### src/rtl/eq_search_ctrl.sv
// Linear-search lookup controller: one shared 16-bit equality comparator walks a
// small tag table one entry per cycle and reports hit/miss plus the lowest matching index.

module is_equal #(
    parameter int W = 16
) (
    input  logic [W-1:0] x_i,
    input  logic [W-1:0] y_i,
    output logic         eq_o
);
    assign eq_o = &(~(x_i ^ y_i));
endmodule

module eq_search_ctrl #(
    parameter int DEPTH  = 8,
    parameter int ADDR_W = 3
) (
    input  logic              clk,
    input  logic              rst_n,
    input  logic              wr_en,
    input  logic [ADDR_W-1:0] wr_addr,
    input  logic [15:0]       wr_data,
    output logic              wr_ready,
    input  logic              clr,
    input  logic              srch_valid,
    input  logic [15:0]       srch_key,
    output logic              srch_ready,
    output logic              res_valid,
    input  logic              res_ready,
    output logic              res_hit,
    output logic [ADDR_W-1:0] res_idx,
    output logic              busy
);

    typedef enum logic [1:0] {
        S_IDLE   = 2'd0,
        S_SEARCH = 2'd1,
        S_DONE   = 2'd2
    } state_t;

    localparam logic [ADDR_W-1:0] LAST_IDX = ADDR_W'(DEPTH - 1);
    localparam logic [ADDR_W-1:0] ONE_IDX  = ADDR_W'(1);
    localparam logic [ADDR_W-1:0] ZERO_IDX = ADDR_W'(0);

    state_t              state_q;
    logic [ADDR_W-1:0]   ptr_q;
    logic [ADDR_W-1:0]   ptr_d;
    logic [15:0]         key_q;
    logic [DEPTH-1:0]    valid_q;
    logic [15:0]         entry_q [DEPTH];
    logic                res_hit_q;
    logic [ADDR_W-1:0]   res_idx_q;
    logic                res_valid_q;
    logic                busy_q;
    logic                srch_ready_q;
    logic                wr_ready_q;

    logic                eq_s;
    logic                match_s;
    logic                wr_fire_s;

    // The single comparator always looks at the latched key and the entry under the pointer.
    is_equal #(.W(16)) u_eq (
        .x_i  (key_q),
        .y_i  (entry_q[ptr_q]),
        .eq_o (eq_s)
    );

    assign match_s   = eq_s & valid_q[ptr_q];
    assign ptr_d     = ptr_q + ONE_IDX;
    // clr wins over a simultaneous write, and writes are only honoured in IDLE.
    assign wr_fire_s = wr_en & wr_ready_q & ~clr;

    // Table data storage; contents need no reset because the valid vector gates every match.
    always_ff @(posedge clk) begin
        if (wr_fire_s) begin
            entry_q[wr_addr] <= wr_data;
        end
    end

    // Control FSM with all handshake and result outputs registered.
    always_ff @(posedge clk or negedge rst_n) begin
        if (!rst_n) begin
            state_q      <= S_IDLE;
            ptr_q        <= ZERO_IDX;
            key_q        <= 16'h0000;
            valid_q      <= '0;
            res_hit_q    <= 1'b0;
            res_idx_q    <= ZERO_IDX;
            res_valid_q  <= 1'b0;
            busy_q       <= 1'b0;
            srch_ready_q <= 1'b1;
            wr_ready_q   <= 1'b1;
        end else begin
            case (state_q)
                S_IDLE: begin
                    if (clr) begin
                        valid_q <= '0;
                    end else if (wr_fire_s) begin
                        valid_q[wr_addr] <= 1'b1;
                    end
                    if (srch_valid && srch_ready_q) begin
                        key_q        <= srch_key;
                        ptr_q        <= ZERO_IDX;
                        state_q      <= S_SEARCH;
                        busy_q       <= 1'b1;
                        srch_ready_q <= 1'b0;
                        wr_ready_q   <= 1'b0;
                    end
                end
                S_SEARCH: begin
                    if (match_s) begin
                        state_q     <= S_DONE;
                        res_hit_q   <= 1'b1;
                        res_idx_q   <= ptr_q;
                        res_valid_q <= 1'b1;
                    end else if (ptr_q == LAST_IDX) begin
                        state_q     <= S_DONE;
                        res_hit_q   <= 1'b0;
                        res_idx_q   <= ZERO_IDX;
                        res_valid_q <= 1'b1;
                    end else begin
                        ptr_q <= ptr_d;
                    end
                end
                S_DONE: begin
                    // res_hit/res_idx stay put after the handshake until the next result.
                    if (res_ready) begin
                        state_q      <= S_IDLE;
                        res_valid_q  <= 1'b0;
                        busy_q       <= 1'b0;
                        srch_ready_q <= 1'b1;
                        wr_ready_q   <= 1'b1;
                    end
                end
                default: begin
                    state_q      <= S_IDLE;
                    res_valid_q  <= 1'b0;
                    busy_q       <= 1'b0;
                    srch_ready_q <= 1'b1;
                    wr_ready_q   <= 1'b1;
                end
            endcase
        end
    end

    assign wr_ready   = wr_ready_q;
    assign srch_ready = srch_ready_q;
    assign res_valid  = res_valid_q;
    assign res_hit    = res_hit_q;
    assign res_idx    = res_idx_q;
    assign busy       = busy_q;

endmodule

### config.mk
export PLATFORM = sky130hd
export DESIGN_NAME = eq_search_ctrl
export DESIGN_NICKNAME = d
export VERILOG_FILES = /design/src/rtl/eq_search_ctrl.sv
export SDC_FILE = /design/constraint.sdc
export NUM_CORES = 1
export LEC_CHECK = 0
export CAP_MARGIN = 20
export CORE_UTILIZATION = 39
export DETAILED_ROUTE_END_ITERATION = 12
export PLACE_DENSITY = 0.68
export SLEW_MARGIN = 20
export SYNTH_ARGS = -nofsm -noshare
export SYNTH_HDL_FRONTEND = slang
export SYNTH_SLANG_ARGS = --single-unit
### constraint.sdc
create_clock -name clk -period 5.9 [get_ports clk]
set_input_delay 0.885 -clock clk [delete_from_list [all_inputs] [get_ports clk]]
set_output_delay 0.885 -clock clk [all_outputs]
set_load 0.01 [all_outputs]
==> flow_metrics.tcl <==
set metrics [dict create \
    antenna_left 0 \
    syn-num-nets 412 \
    cts.sinks 164 \
    cts_repair_resize_count 0 \
    syn_avg_cell_area_um2 18.3 \
    synthSimpleGateAreaFrac_pct 4.84 \
    drtIter0Drc 372 \
    die_x_um 134 \
    rsz0062_at_grt "no" \
    synth_top_area_cell "edfxtp_1" \
    area.growth.synth_to_final_pct 18.6 \
    reg2regPathDepth 8 \
    synthArstFlopShare_pct 22.0 \
    yosys_register_bits 164 \
    finalSetupViolations 0 \
    die_area_um2 17900 \
    r2r-start "ptr_q[0]" \
    firstDrtPassIters 4 \
    critical_path_arrival_ns 3.77 \
    worstPathMaxFanout 25 \
    synth_cell_types 44 \
    r2r_end "ptr_q[1]" \
    whs_path_depth 1 \
    holdPathEnd "busy" \
    yosys.area.top_type_share_pct 56.8 \
    hp-start "busy" \
    syn-instance-count 369 \
    grt_pass1_wl_um 20000 \
    place.gp.congestion 0.739 \
    h-tree-depth 4 \
    start_util_pct 40.4 \
    hold_viol_final 0 \
    drt-total-wl_um 13100 \
    ios 49 \
    worst_pin_slew_ns 1.05 \
    synthTopCellsByArea "edfxtp_1 (57%), dfrtp_1 (13%), mux4_2 (7.3%)" \
    hpwlAfterDp_um 8040 \
    die_h_um 134 \
    synth_xor_area_share_pct 1.81 \
    grt_usage_pct 15.8 \
    synth-edff-count 128 \
    cts_tree "done" \
    fin_crit_sh_pct 58.5 \
    crit_type "reg2reg" \
    cp-end-kind "flop" \
    synth_compound_area_share_pct 3.31 \
    setup_slack_ns 2.45 \
    core_area_um2 16800 \
    ys.flop_type "edfxtp_1" \
    grt_max_degree 37 \
    wl_per_cell_um 19.8 \
    cts_root_buf "clkbuf_16" \
    maxCapViolations 0 \
    ctsHoldBuffers 0 \
    fin_util_pct 47.9 \
    timing.hold.ws_ns 0.485 \
    netlist_area_um2 6770 \
    drv_slew 0 \
    synthMuxAreaShare_pct 17.3 \
    num_vias 3443 \
    synth_top_family_by_area "multiplexers" \
    diodes 0 \
    period_needed_ns 3.45 \
    status "finished, final reports clean" \
    place_ws_ns 2.43 \
    clock_path_buffers 2 \
    drive_gt1_share_pct 20.7 \
    numCtsBuffers 17 \
    clk_pin_slew_worst_paths_ns 0.07 \
    worst_clock_skew_ns 0.00553 \
    yosysSeqAreaShare_pct 70.1 \
    fin_setup_tns_ns 0 \
    final_nets 470 \
    relSlewSlack_pct 29.5 \
    max_freq_mhz 290 \
    ir_drop_uv 187 \
    drc 0 \
    grt_pass1_vias 3467 \
    p_leak_nw 2.79 \
    hp-class "reg2reg" \
    synth_adder_area_share_pct 0.370 \
    io_buffers 48 \
    cp-start-kind "flop" \
    cp.required_ns 6.22 \
    p_per_area_nw_per_um2 291 \
    num_rows 47 \
    clk-insertion-delay-late_ns 0.43 \
    antenna_found_initial 1 \
    yosysWarnings 0 \
    vias_per_cell 5.22 \
    cts_setup_buffers 0 \
    grt.overflow.total 0 \
    r2r_slack_ns 2.45 \
]
-- kinds of logic after synthesis --
kind of cell | count (synthesis)
compound gates | 33
flops | 164
mux | 70
xor+xnor | 14
buf+inv | 22
fa+ha+maj | 2
simple gates | 64
-- critical path, stage by stage, from the launching register on --
cell     delay, ns
dfrtp_2       0.82
buf_4         0.38
mux4_1        0.58
mux2i_1       0.18
xor2_1        0.18
nand3_1       0.18
or3_4         0.44
o211a_4       0.29
mux2_4        0.30
-- how the worst max path moves through the flow --
stage,from,end,slack [ns],cells past startpoint
after floorplan,wr_en,entry_q[0][0],3.03,3
after global placement,ptr_q[0],ptr_q[1],2.49,8
after detailed placement,ptr_q[0],ptr_q[1],2.43,8
after CTS,ptr_q[0],ptr_q[1],2.42,8
after global routing,ptr_q[0],ptr_q[1],2.26,8
final,ptr_q[0],ptr_q[1],2.45,8
-- placed cells by master, fill, tap and decap left out, types with 2 or more instances in the layout --
cell type,instances
mux2_2,16
a22oi_1,4
o21ai_0,5
nor2b_1,9
nor3_2,2
edfxtp_1,128
xor2_1,13
clkbuf_16,17
or2_1,2
inv_6,12
a31oi_1,4
nor2_1,21
a21oi_1,9
ha_1,2
mux2_4,2
o31ai_1,6
nand2_1,11
mux4_1,10
nand3_1,2
mux4_2,22
inv_1,2
buf_4,11
clkdlybuf4s50_1,47
nand2b_1,7
dfrtp_1,34
mux2i_1,20
-- layout make-up --
| type | instances | area (um^2) |
|---|---|---|
| Inverter | 2 | 7.51 |
| Multi-Input combinational cell | 183 | 1880 |
| Sequential cell | 164 | 4750 |
| Clock buffer | 17 | 425 |
| Clock inverter | 15 | 133 |
| Fill cell | 1386 | 8740 |
| Tap cell | 220 | 275 |
| Timing Repair Buffer | 59 | 558 |
-- per-stage QoR --
step	power, mW	std cells	instance area, um^2
final	2.33	660	8020
after global routing	2.41	660	8020
after CTS	2.36	660	8020
after detailed placement	1.32	628	7470
after global placement	1.32	628	7470
after floorplan	1.28	369	6770
-- flip-flops by register name, summed over array words and instances, names as in the netlist, 2 cells and up --
register	flops
entry_q	128
state_q	2
valid_q	8
ptr_q	3
res_idx	3
key_q	16
-- where the power goes --
part	switching, mW	total, mW	internal (mW)
sequential	0	1.25	1.25
combinational	0.0229	0.0473	0.0244
clock	0.483	1.04	0.557
-- layer usage --
metal	track usage (%)	up-vias	part of all wire [%]	wire length, um
li1	-	1577	-	-
met1	20.4	1733	44	5710
met2	25.0	108	48	6330
met3	5.02	23	6.3	831
met4	5.43	2	1.7	218
met5	0	-	0.099	13
-- cell usage after synthesis (3+ instances only) --
cell type,instances
nor2_1,21
buf_2,6
xor2_1,13
nor2b_1,9
buf_6,3
clkbuf_1,7
a21oi_1,9
mux2_2,16
o31ai_1,6
o21ai_0,5
a22oi_1,4
mux4_1,10
mux2i_1,20
nand2b_1,7
nand2_1,11
a31oi_1,4
mux4_2,22
dfrtp_1,35
edfxtp_1,128
Power figures use the tool's default switching activity.
